`src/rtl/mc_ctrl_pkg.sv`:
```
// Shared constants for the multicycle MIPS control unit: state codes, opcodes, functs,
// ALU control codes and datapath mux select encodings.
package mc_ctrl_pkg;

  localparam int unsigned STATE_W = 4;

  typedef enum logic [STATE_W-1:0] {
    S_FETCH   = 4'd0,
    S_DECODE  = 4'd1,
    S_MEMADR  = 4'd2,
    S_MEMRD   = 4'd3,
    S_MEMWB   = 4'd4,
    S_MEMWR   = 4'd5,
    S_RTYPEEX = 4'd6,
    S_RTYPEWB = 4'd7,
    S_BEQEX   = 4'd8,
    S_ADDIEX  = 4'd9,
    S_ADDIWB  = 4'd10,
    S_JEX     = 4'd11,
    S_TRAP    = 4'd12,
    S_BNEEX   = 4'd13
  } state_e;

  localparam logic [5:0] OP_LW   = 6'b100011;
  localparam logic [5:0] OP_SW   = 6'b101011;
  localparam logic [5:0] OP_RT   = 6'b000000;
  localparam logic [5:0] OP_BEQ  = 6'b000100;
  localparam logic [5:0] OP_BNE  = 6'b000101;
  localparam logic [5:0] OP_ADDI = 6'b001000;
  localparam logic [5:0] OP_J    = 6'b000010;

  localparam logic [5:0] FUNCT_ADD = 6'b100000;
  localparam logic [5:0] FUNCT_SUB = 6'b100010;
  localparam logic [5:0] FUNCT_AND = 6'b100100;
  localparam logic [5:0] FUNCT_OR  = 6'b100101;
  localparam logic [5:0] FUNCT_SLT = 6'b101010;

  localparam logic [2:0] ALU_ADD = 3'b010;
  localparam logic [2:0] ALU_SUB = 3'b110;
  localparam logic [2:0] ALU_AND = 3'b000;
  localparam logic [2:0] ALU_OR  = 3'b001;
  localparam logic [2:0] ALU_SLT = 3'b111;

  localparam logic [1:0] ALUSRCB_B     = 2'b00;
  localparam logic [1:0] ALUSRCB_4     = 2'b01;
  localparam logic [1:0] ALUSRCB_IMM   = 2'b10;
  localparam logic [1:0] ALUSRCB_IMMSH = 2'b11;

  localparam logic [1:0] PCSRC_ALURES = 2'b00;
  localparam logic [1:0] PCSRC_ALUOUT = 2'b01;
  localparam logic [1:0] PCSRC_JUMP   = 2'b10;

  typedef enum logic [1:0] {
    ALUOP_ADD   = 2'b00,
    ALUOP_SUB   = 2'b01,
    ALUOP_FUNCT = 2'b10
  } aluop_e;

endpackage

```
`src/rtl/multicycle_controller_if.sv`:
```
// Instruction fields, status and datapath control signals between the controller and datapath.
interface multicycle_controller_if #(
  parameter int unsigned OP_W      = 6,
  parameter int unsigned FUNCT_W   = 6,
  parameter int unsigned ALUCTRL_W = 3
);
  logic [OP_W-1:0]      op;
  logic [FUNCT_W-1:0]   funct;
  logic                 zero;
  logic                 mem_ready;
  logic                 memwrite;
  logic                 irwrite;
  logic                 pcen;
  logic                 iord;
  logic                 regdst;
  logic                 memtoreg;
  logic                 regwrite;
  logic                 alusrca;
  logic [1:0]           alusrcb;
  logic [1:0]           pcsrc;
  logic [ALUCTRL_W-1:0] alucontrol;
  logic                 illegal_op;

  modport master (
    output op, funct, zero, mem_ready,
    input  memwrite, irwrite, pcen, iord, regdst, memtoreg, regwrite,
           alusrca, alusrcb, pcsrc, alucontrol, illegal_op
  );

  modport slave (
    input  op, funct, zero, mem_ready,
    output memwrite, irwrite, pcen, iord, regdst, memtoreg, regwrite,
           alusrca, alusrcb, pcsrc, alucontrol, illegal_op
  );
endinterface

```
`src/rtl/mc_aludec.sv`:
```
// ALU decoder: maps aluop (and funct for R-type) to the ALU control code and
// reports whether the funct is a supported one.
module mc_aludec
  import mc_ctrl_pkg::*;
#(
  parameter int unsigned FUNCT_W   = 6,
  parameter int unsigned ALUCTRL_W = 3
) (
  input  logic [FUNCT_W-1:0]   i_funct,
  input  aluop_e               i_aluop,
  output logic [ALUCTRL_W-1:0] o_alucontrol_c,
  output logic                 o_funct_valid_c
);

  logic [2:0] w_code;

  always_comb begin
    w_code          = ALU_ADD;
    o_funct_valid_c = 1'b1;
    case (i_aluop)
      ALUOP_ADD: w_code = ALU_ADD;
      ALUOP_SUB: w_code = ALU_SUB;
      ALUOP_FUNCT: begin
        case (i_funct)
          FUNCT_W'(FUNCT_ADD): w_code = ALU_ADD;
          FUNCT_W'(FUNCT_SUB): w_code = ALU_SUB;
          FUNCT_W'(FUNCT_AND): w_code = ALU_AND;
          FUNCT_W'(FUNCT_OR):  w_code = ALU_OR;
          FUNCT_W'(FUNCT_SLT): w_code = ALU_SLT;
          default:             o_funct_valid_c = 1'b0;
        endcase
      end
      default: w_code = ALU_ADD;
    endcase
  end

  // Codes are 3 bits; wider control buses get zero-extended.
  assign o_alucontrol_c = ALUCTRL_W'(w_code);

endmodule

```
`src/rtl/multicycle_controller.sv`:
```
// Multicycle MIPS control unit: Moore FSM over fetch/decode/execute/memory/writeback with a
// memory-ready stall and a sticky illegal-instruction trap. Define MULTICYCLE_BNE_EN to add bne.
module multicycle_controller
  import mc_ctrl_pkg::*;
#(
  parameter int unsigned OP_W      = 6,
  parameter int unsigned FUNCT_W   = 6,
  parameter int unsigned ALUCTRL_W = 3
) (
  input  logic                     clk,
  input  logic                     reset_n,
  multicycle_controller_if.slave   ctrl_bus
);

  state_e               r_state;
  state_e               w_next;
  logic                 r_illegal_op;
  logic                 w_memwrite;
  logic                 w_irwrite;
  logic                 w_pcen;
  logic                 w_regwrite;
  logic                 w_iord;
  logic                 w_regdst;
  logic                 w_memtoreg;
  logic                 w_alusrca;
  logic [1:0]           w_alusrcb;
  logic [1:0]           w_pcsrc;
  aluop_e               w_aluop;
  logic [ALUCTRL_W-1:0] w_alucontrol;
  logic                 w_funct_valid;

  mc_aludec #(
    .FUNCT_W   (FUNCT_W),
    .ALUCTRL_W (ALUCTRL_W)
  ) u_aludec (
    .i_funct         (ctrl_bus.funct),
    .i_aluop         (w_aluop),
    .o_alucontrol_c  (w_alucontrol),
    .o_funct_valid_c (w_funct_valid)
  );

  // The trap flag is set on entry so it is already high in the first TRAP cycle.
  always_ff @(posedge clk or negedge reset_n) begin
    if (!reset_n) begin
      r_state      <= S_FETCH;
      r_illegal_op <= 1'b0;
    end else begin
      r_state      <= w_next;
      r_illegal_op <= r_illegal_op | (w_next == S_TRAP);
    end
  end

  always_comb begin
    w_next     = S_FETCH;
    w_memwrite = 1'b0;
    w_irwrite  = 1'b0;
    w_pcen     = 1'b0;
    w_regwrite = 1'b0;
    w_iord     = 1'b0;
    w_regdst   = 1'b0;
    w_memtoreg = 1'b0;
    w_alusrca  = 1'b0;
    w_alusrcb  = ALUSRCB_4;
    w_pcsrc    = PCSRC_ALURES;
    w_aluop    = ALUOP_ADD;
    case (r_state)
      S_FETCH: begin
        w_irwrite = ctrl_bus.mem_ready;
        w_pcen    = ctrl_bus.mem_ready;
        w_next    = ctrl_bus.mem_ready ? S_DECODE : S_FETCH;
      end
      S_DECODE: begin
        w_alusrcb = ALUSRCB_IMMSH;
        if (ctrl_bus.op == OP_W'(OP_LW) || ctrl_bus.op == OP_W'(OP_SW)) w_next = S_MEMADR;
        else if (ctrl_bus.op == OP_W'(OP_RT))   w_next = S_RTYPEEX;
        else if (ctrl_bus.op == OP_W'(OP_BEQ))  w_next = S_BEQEX;
        else if (ctrl_bus.op == OP_W'(OP_ADDI)) w_next = S_ADDIEX;
        else if (ctrl_bus.op == OP_W'(OP_J))    w_next = S_JEX;
`ifdef MULTICYCLE_BNE_EN
        else if (ctrl_bus.op == OP_W'(OP_BNE))  w_next = S_BNEEX;
`else
        else if (ctrl_bus.op == OP_W'(OP_BNE))  w_next = S_TRAP;
`endif
        else                                    w_next = S_TRAP;
      end
      S_MEMADR: begin
        w_alusrca = 1'b1;
        w_alusrcb = ALUSRCB_IMM;
        w_next    = (ctrl_bus.op == OP_W'(OP_SW)) ? S_MEMWR : S_MEMRD;
      end
      S_MEMRD: begin
        w_iord = 1'b1;
        w_next = ctrl_bus.mem_ready ? S_MEMWB : S_MEMRD;
      end
      S_MEMWB: begin
        w_memtoreg = 1'b1;
        w_regwrite = 1'b1;
      end
      S_MEMWR: begin
        w_iord     = 1'b1;
        w_memwrite = 1'b1;
        w_next     = ctrl_bus.mem_ready ? S_FETCH : S_MEMWR;
      end
      S_RTYPEEX: begin
        w_alusrca = 1'b1;
        w_alusrcb = ALUSRCB_B;
        w_aluop   = ALUOP_FUNCT;
        w_next    = w_funct_valid ? S_RTYPEWB : S_TRAP;
      end
      S_RTYPEWB: begin
        w_regdst   = 1'b1;
        w_regwrite = 1'b1;
      end
      S_BEQEX: begin
        w_alusrca = 1'b1;
        w_alusrcb = ALUSRCB_B;
        w_aluop   = ALUOP_SUB;
        w_pcsrc   = PCSRC_ALUOUT;
        w_pcen    = ctrl_bus.zero;
      end
`ifdef MULTICYCLE_BNE_EN
      S_BNEEX: begin
        w_alusrca = 1'b1;
        w_alusrcb = ALUSRCB_B;
        w_aluop   = ALUOP_SUB;
        w_pcsrc   = PCSRC_ALUOUT;
        w_pcen    = ~ctrl_bus.zero;
      end
`endif
      S_ADDIEX: begin
        w_alusrca = 1'b1;
        w_alusrcb = ALUSRCB_IMM;
        w_next    = S_ADDIWB;
      end
      S_ADDIWB: w_regwrite = 1'b1;
      S_JEX: begin
        w_pcsrc = PCSRC_JUMP;
        w_pcen  = 1'b1;
      end
      S_TRAP:   w_next = S_TRAP;
      default:  w_next = S_FETCH;
    endcase
  end

  // Write enables are held off for as long as reset is asserted.
  assign ctrl_bus.memwrite   = w_memwrite & reset_n;
  assign ctrl_bus.irwrite    = w_irwrite  & reset_n;
  assign ctrl_bus.pcen       = w_pcen     & reset_n;
  assign ctrl_bus.regwrite   = w_regwrite & reset_n;
  assign ctrl_bus.iord       = w_iord;
  assign ctrl_bus.regdst     = w_regdst;
  assign ctrl_bus.memtoreg   = w_memtoreg;
  assign ctrl_bus.alusrca    = w_alusrca;
  assign ctrl_bus.alusrcb    = w_alusrcb;
  assign ctrl_bus.pcsrc      = w_pcsrc;
  assign ctrl_bus.alucontrol = w_alucontrol;
  assign ctrl_bus.illegal_op = r_illegal_op;

endmodule
```
`src/flat_wrapper.sv`:
```
// flat-port wrapper written by rule: the top's interface ports become plain ports
module multicycle_controller_flat import mc_ctrl_pkg::*;
#(
  parameter int unsigned OP_W      = 6,
  parameter int unsigned FUNCT_W   = 6,
  parameter int unsigned ALUCTRL_W = 3
)
  (clk, reset_n, ctrl_bus_op, ctrl_bus_funct, ctrl_bus_zero, ctrl_bus_mem_ready, ctrl_bus_memwrite, ctrl_bus_irwrite, ctrl_bus_pcen, ctrl_bus_iord, ctrl_bus_regdst, ctrl_bus_memtoreg, ctrl_bus_regwrite, ctrl_bus_alusrca, ctrl_bus_alusrcb, ctrl_bus_pcsrc, ctrl_bus_alucontrol, ctrl_bus_illegal_op);
  multicycle_controller_if #(.OP_W(OP_W), .FUNCT_W(FUNCT_W), .ALUCTRL_W(ALUCTRL_W)) ctrl_bus_i ();
  input  logic clk;
  input  logic reset_n;
  input wire logic [$bits(ctrl_bus_i.op)-1:0] ctrl_bus_op;
  input wire logic [$bits(ctrl_bus_i.funct)-1:0] ctrl_bus_funct;
  input wire logic [$bits(ctrl_bus_i.zero)-1:0] ctrl_bus_zero;
  input wire logic [$bits(ctrl_bus_i.mem_ready)-1:0] ctrl_bus_mem_ready;
  output wire logic [$bits(ctrl_bus_i.memwrite)-1:0] ctrl_bus_memwrite;
  output wire logic [$bits(ctrl_bus_i.irwrite)-1:0] ctrl_bus_irwrite;
  output wire logic [$bits(ctrl_bus_i.pcen)-1:0] ctrl_bus_pcen;
  output wire logic [$bits(ctrl_bus_i.iord)-1:0] ctrl_bus_iord;
  output wire logic [$bits(ctrl_bus_i.regdst)-1:0] ctrl_bus_regdst;
  output wire logic [$bits(ctrl_bus_i.memtoreg)-1:0] ctrl_bus_memtoreg;
  output wire logic [$bits(ctrl_bus_i.regwrite)-1:0] ctrl_bus_regwrite;
  output wire logic [$bits(ctrl_bus_i.alusrca)-1:0] ctrl_bus_alusrca;
  output wire logic [$bits(ctrl_bus_i.alusrcb)-1:0] ctrl_bus_alusrcb;
  output wire logic [$bits(ctrl_bus_i.pcsrc)-1:0] ctrl_bus_pcsrc;
  output wire logic [$bits(ctrl_bus_i.alucontrol)-1:0] ctrl_bus_alucontrol;
  output wire logic [$bits(ctrl_bus_i.illegal_op)-1:0] ctrl_bus_illegal_op;
  assign ctrl_bus_i.op = ctrl_bus_op;
  assign ctrl_bus_i.funct = ctrl_bus_funct;
  assign ctrl_bus_i.zero = ctrl_bus_zero;
  assign ctrl_bus_i.mem_ready = ctrl_bus_mem_ready;
  assign ctrl_bus_memwrite = ctrl_bus_i.memwrite;
  assign ctrl_bus_irwrite = ctrl_bus_i.irwrite;
  assign ctrl_bus_pcen = ctrl_bus_i.pcen;
  assign ctrl_bus_iord = ctrl_bus_i.iord;
  assign ctrl_bus_regdst = ctrl_bus_i.regdst;
  assign ctrl_bus_memtoreg = ctrl_bus_i.memtoreg;
  assign ctrl_bus_regwrite = ctrl_bus_i.regwrite;
  assign ctrl_bus_alusrca = ctrl_bus_i.alusrca;
  assign ctrl_bus_alusrcb = ctrl_bus_i.alusrcb;
  assign ctrl_bus_pcsrc = ctrl_bus_i.pcsrc;
  assign ctrl_bus_alucontrol = ctrl_bus_i.alucontrol;
  assign ctrl_bus_illegal_op = ctrl_bus_i.illegal_op;
  multicycle_controller #(.OP_W(OP_W), .FUNCT_W(FUNCT_W), .ALUCTRL_W(ALUCTRL_W)) u_core (.clk(clk), .reset_n(reset_n), .ctrl_bus(ctrl_bus_i));
endmodule
```
`config.mk`:
```
export PLATFORM = sky130hd
export DESIGN_NAME = multicycle_controller_flat
export DESIGN_NICKNAME = d
export VERILOG_FILES = /design/src/rtl/mc_ctrl_pkg.sv /design/src/rtl/multicycle_controller_if.sv /design/src/rtl/mc_aludec.sv /design/src/rtl/multicycle_controller.sv /design/src/flat_wrapper.sv
export SDC_FILE = /design/constraint.sdc
export NUM_CORES = 1
export LEC_CHECK = 0
export CAP_MARGIN = 20
export CORE_UTILIZATION = 40
export DETAILED_ROUTE_END_ITERATION = 10
export PLACE_DENSITY = 0.77
export SKIP_LAST_GASP = 1
export SLEW_MARGIN = 10
export SYNTH_ARGS = -nofsm -noshare
export SYNTH_HDL_FRONTEND = slang
export SYNTH_SLANG_ARGS = --single-unit
```
`constraint.sdc`:
```
create_clock -name clk -period 2.9 [get_ports clk]
set_clock_uncertainty 0.05 [all_clocks]
set_input_delay 0.29 -clock clk [delete_from_list [all_inputs] [get_ports clk]]
set_output_delay 0.29 -clock clk [all_outputs]
set_load 0.05 [all_outputs]
```
==> metrics.yaml, run 1 <==
min_path_type: "in2async"
holdBufCountCts: 0
setup_viol: 0
first_iter_violations: 22
antenna_cells: 0
yosysSeqAreaShare: 0.173
drt_pass1_iterations: 4
synthTopCellsByArea: "dfrtp_1 17%, nor3b_1 6.2%, ha_1 5.2%"
synth_mux_area_frac: 0.0433
fp-row-count: 15
rsz0062_at_grt: "false"
syn_inst: 99
syn_nets: 118
clk_pin_slew_ps: 40
pre_cts_ws_ps: 385
grt_max_degree: 16
synth_adder_area_share: 0.0519
period_minus_slack_ps: 2680
fp.dieArea_um2: 1980
root_buffer: "clkbuf_4"
synth_top_family_by_area: "simple AND/OR/NAND/NOR gates"
max_freq_ghz: 0.373
gr-total-overflow: 0
worst_slack_ps: 221
yosysTopAreaCellShare: 0.173
synth_compound_area_frac: 0.208
yosysUniqueCellTypes: 38
cap_viol_max_count: 0
grt_pass1_vias: 791
post-route-util: 0.645
drive_gt1_frac: 0.129
area_delta_synth_final_pct: 52.4
via_per_inst: 5.62
use_met1: 0.252
top_usage_layer: "met2"
critical_path_class: "reg2out"
post-dp-hpwl_um: 1570
critPathArrivalTime_ps: 2340
yosys.area.top_type: "dfrtp_1"
critPathMaxFanout: 7
required_ps: 2560
fin_crit_sh: 0.924
dp_cells: 153
tightest_slew_ps: 502
cts.sinks: 5
io_buffers: 31
drc: 0
routabilityCongestion: 0.794
ys_async_sr_fraction: 1.00
cts_buffer_depth: 2
synth-simple-area-share: 0.426
p_leak_nw: 0.419
cts_resized: 0
wl_per_cell_um: 12.6
finalHoldViolations: 0
die_w_um: 44.5
wl_um: 1980
syn_avg_cell_area_um2: 7.30
ys_seq_elements: 5
slew_headroom: 0.664
met3_usage: 0.0163
synthXorXnorAreaFrac: 0.0363
start_kind: "flip-flop"
cts_tree: "built"
grt_pass1_wl_um: 3230
htreeDepth: 1
powerDensity_nw_per_um2: 824
power.total_mw: 0.908
r2r_cells: 7
yosys_warnings: 0
initial_utilization: 0.423
slew_violations: 0
synth_edf_count: 0
gr-usage-met2: 0.409
final_nets: 152
antenna_found_initial: 0
syn_area_um2: 723
fin_tns_setup_ps: 0
outcome: "finished, final reports clean"
crit_path_end_kind: "primary output"
ir_drop_mv: 0.533
pin_count: 32
final_cells: 157
grtUsageTotal: 0.214
fp.dieH_um: 44.5
antenna_left: 0
cts_made_buffers: 3
vias: 882
cts_setup_buffers: 0
clk_latency_ps: 240
coreArea_um2: 1710
ys.flop_type: "dfrtp_1"
cells in the mapped netlist (3+ instances only):
cell type  instances
nand2_1            7
nor3_1             7
a21oi_1            6
nor2_1             6
nor3b_1            6
dfrtp_1            5
nand3_1            5
nor2b_1            5
a31oi_1            3
buf_2              3
clkbuf_1           3
ha_1               3
inv_2              3
nand2b_1           3
o31ai_1            3
path summary, 6_finish.rpt:
kind | start | endpoint | slack, ps
max | u_core.r_state[2] | ctrl_bus_alusrcb[0] | 220
max in group asynchronous | reset_n | u_core.r_state[1] | 2230
min in group clk | u_core.ctrl_bus.illegal_op | u_core.ctrl_bus.illegal_op | 520
min | reset_n | u_core.r_state[0] | 290
min reg2reg | u_core.ctrl_bus.illegal_op | u_core.ctrl_bus.illegal_op | 520
max reg2reg | u_core.r_state[3] | u_core.r_state[1] | 920
cell usage in the layout (no fill, tap or decap), types with 2 or more instances in the layout:
| master | count |
|---|---|
| a211o_1 | 2 |
| xnor2_1 | 2 |
| buf_4 | 7 |
| nor3_1 | 6 |
| nor3b_1 | 6 |
| nand3b_1 | 2 |
| inv_1 | 2 |
| dfrtp_1 | 5 |
| and3_1 | 2 |
| a31oi_1 | 3 |
| clkdlybuf4s50_1 | 27 |
| nor4b_1 | 2 |
| nor2_1 | 6 |
| nor2b_1 | 5 |
| clkbuf_4 | 3 |
| mux2i_1 | 2 |
| nand2b_1 | 3 |
| inv_2 | 3 |
| o21ai_1 | 2 |
| nand3_1 | 5 |
| ha_1 | 3 |
| o31ai_1 | 3 |
| nand2_1 | 7 |
| a21oi_1 | 6 |
per-layer routing:
metal,up-vias,part of all wire
li1,435,-
met1,405,0.42
met2,42,0.52
met3,0,0.060
met4,0,0
met5,-,0
per-stage QoR:
step           area [µm²]  hold WS (ps)
2_1_floorplan         728         -55.6
3_3_place_gp         1080           505
3_5_place_dp         1080           508
4_1_cts              1100           281
5_1_grt              1100           303
6_report             1100           291
power breakdown:
group,internal [mW],leakage [nW],switching [mW],total (mW)
logic,0.256,0.338,0.439,0.696
clock network,0.0519,0.0150,0.0260,0.0779
registers,0.0969,0.0660,0.0374,0.134
total,0.405,0.419,0.503,0.908
state kept, by name, indices dropped and copies added (netlist names):
register,cells
u_core.ctrl_bus.illegal_op,1
u_core.r_state,4
cell families (layout without fill, tap and decap cells):
logic type	after synthesis	count (layout)
flip-flops	5	5
adder cells (fa/ha/maj)	3	3
buffers and inverters	11	44
multiplexers	3	3
AO/OA/AOI/OAI	22	22
AND/OR/NAND/NOR	52	52
XOR/XNOR	3	3
critical path, cell delays in order (launching register included):
cell and delay (ps):
dfrtp_1 450, nand2b_1 200, or3_1 380, ha_1 220, o21ai_1 90, nand2_1 70, clkdlybuf4s50_1 690
final cells by class:
cell class / count / area (µm²)
Inverter: 5 / 18.8
Clock buffer: 4 / 26.3
Multi-Input combinational cell: 83 / 558
Fill cell: 152 / 606
Timing Repair Buffer: 35 / 343
Sequential cell: 5 / 125
Tap cell: 25 / 31.3
No activity file was read; power rests on OpenSTA's default activity.
==> run 2, diff against run 1 <==
SLEW_MARGIN = unset   (was 10)
==> results of run 2 <==
The final DEF is identical to that of run 1; final timing and power are the same.
==> run 3, diff against run 2 <==
CELL_PAD_IN_SITES_DETAIL_PLACEMENT = 1   (was unset)
CELL_PAD_IN_SITES_GLOBAL_PLACEMENT = 2   (was unset)
CORE_UTILIZATION = 21   (was 40)
==> run 3 against run 2 <==
Compared with the run above:
- cell count grew 12%
- die area grew 86%
- total power grew 1.6%
- first-iteration DRC count shrank 36%
- critical endpoint unchanged
- highest routed layer is now met4
==> metrics.yaml, run 3 (synthesis gave the netlist of run 1 again) <==
vias: 866  # was 882
clk_pin_slew_ps: 40  # about the same
min_path_type: "in2async"  # unchanged
drive_gt1_frac: 0.136  # was 0.129
pre_cts_ws_ps: 465  # was 385 ps
cts_tree: "built"  # unchanged
multi_input_area_um2: 558  # unchanged
post-dp-hpwl_um: 1830  # was 1570 µm
cts_resized: 0  # unchanged
finalHoldViolations: 0  # unchanged
fp.dieH_um: 60.7  # was 44.5 µm
critical_path_class: "reg2out"  # unchanged
pin_count: 32  # unchanged
antenna_found_initial: 0  # unchanged
dp_cells: 172  # was 153
final_cells: 176  # was 157
holdBufCountCts: 0  # unchanged
fp.dieArea_um2: 3680  # was 1980 µm²
area_delta_synth_final_pct: 55.4  # was 52.4%
critPathArrivalTime_ps: 2310  # was 2340 ps
initial_utilization: 0.229  # was 0.423
fp-row-count: 20  # was 15
routabilityCongestion: 0.696  # was 0.794
via_per_inst: 4.92  # was 5.62
htreeDepth: 1  # unchanged
critical_path.cell_chain: "nand2b_2, or3b_4, ha_1, o21ai_1, nand2_1, clkdlybuf4s50_1"  # was nand2b_1, or3_1, ha_1, o21ai_1, nand2_1, clkdlybuf4s50_1
worst_slack_ps: 245  # was 221 ps
tightest_slew_ps: 507  # was 502 ps
power.total_mw: 0.922  # was 0.908 mW
rsz0062_at_grt: "false"  # unchanged
start_kind: "flip-flop"  # unchanged
outcome: "finished, final reports clean"  # unchanged
final_cell_mix: "26 x clkdlybuf4s50_1, 8 x buf_4, 7 x nand2_1"  # was 27 x clkdlybuf4s50_1, 7 x nand2_1, 7 x buf_4
io_buffers: 31  # unchanged
ir_drop_mv: 0.508  # was 0.533 mV
final_nets: 152  # unchanged
period_minus_slack_ps: 2650  # was 2680 ps
setup_viol: 0  # unchanged
max_freq_ghz: 0.377  # was 0.373 GHz
drc: 0  # unchanged
drt_pass1_iterations: 2  # was 4
required_ps: 2560  # about the same
cts_setup_buffers: 0  # unchanged
die_w_um: 60.7  # was 44.5 µm
first_iter_violations: 14  # was 22
final_common_cell: "clkdlybuf4s50_1"  # unchanged
antenna_left: 0  # unchanged
top_register: "u_core.r_state"  # unchanged
gr-total-overflow: 0  # unchanged
root_buffer: "clkbuf_4"  # unchanged
regArea_um2: 125  # unchanged
cts_made_buffers: 3  # unchanged
slew_violations: 0  # unchanged
grt_pass1_wl_um: 3770  # was 3230 µm
fin_tns_setup_ps: 0  # unchanged
critPathMaxFanout: 5  # was 7
fin_crit_sh: 0.915  # was 0.924
cts_buffer_depth: 2  # unchanged
cap_viol_max_count: 0  # unchanged
crit_path_end_kind: "primary output"  # unchanged
grtUsageTotal: 0.135  # was 0.214
clk_latency_ps: 250  # was 240 ps
wl_um: 2300  # was 1980 µm
cp_slowest_stage_delay_ps: 690  # about the same
slowest_stage: "clkdlybuf4s50_1"  # unchanged
coreArea_um2: 3150  # was 1710 µm²
grt_max_degree: 19  # was 16
cts.sinks: 5  # unchanged
grt_pass1_vias: 893  # was 791
largest_reg_flops: 4  # unchanged
slew_headroom: 0.661  # was 0.664
p_leak_nw: 0.421  # was 0.419 nW
wl_per_cell_um: 13.0  # was 12.6 µm
n_fill_cell: 414  # was 152
antenna_cells: 0  # unchanged
powerDensity_nw_per_um2: 821  # was 824 nW/µm²
-- run 3: cell count changes in the layout (fill, tap and decap cells not counted) --
cell | previous run | this run
clkdlybuf4s50_1 | 27 | 26
buf_4 | 7 | 8
-- run 3: layout make-up --
type	count	share of cell area
clock buffers	4	0.0234
inverters	5	0.0167
flip-flops and latches	5	0.111
multi-input cells	83	0.497
well taps	44	0.0490
repair buffers	35	0.303
-- run 3: metal layers --
metal,vias to the layer above,wire length [µm],global-route usage
met5,-,0,0
met4,0,10,0.0292
met3,3,106,0.0277
met2,26,1100,0.246
met1,399,1080,0.161
li1,438,-,-
-- run 3: critical path, delay by kind of cell, from the launching register on --
kind                       cells  cell delay, ps
and+or+nand+nor                3             710
adders and majority gates      1             190
AOI/OAI and AO/OA              1             100
DFF                            1             380
buffers and inverters          1             690
-- run 3: per-stage QoR --
stage               cell area, µm²   util  hold slack [ps]
global placement              1100  0.348              509
detailed placement            1100  0.348              528
floorplan                      728      -            -55.6
CTS                           1120  0.356              270
finish                        1120  0.356              270
global route                  1120  0.356              282
-- run 3: path summary, 6_finish.rpt --
| kind | endpoint | slack (ps) | start | depth (start not counted) |
|---|---|---|---|---|
| setup / recovery | ctrl_bus_alusrcb[0] | 250 | u_core.r_state[3] | 6 |
| hold / removal | u_core.r_state[0] | 270 | reset_n | 1 |
| setup reg to reg | u_core.r_state[1] | 980 | u_core.r_state[3] | 7 |
| hold reg to reg | u_core.ctrl_bus.illegal_op | 530 | u_core.ctrl_bus.illegal_op | 2 |
| max in group asynchronous | u_core.r_state[2] | 2270 | reset_n | 1 |
| min in group clk | u_core.ctrl_bus.illegal_op | 530 | u_core.ctrl_bus.illegal_op | 2 |
-- run 3: report_power, final --
group          internal (mW)  leakage [nW]  switching, mW
clock network         0.0521        0.0150         0.0306
registers             0.0971        0.0660         0.0198
logic                  0.256         0.340          0.467
total                  0.405         0.421          0.517
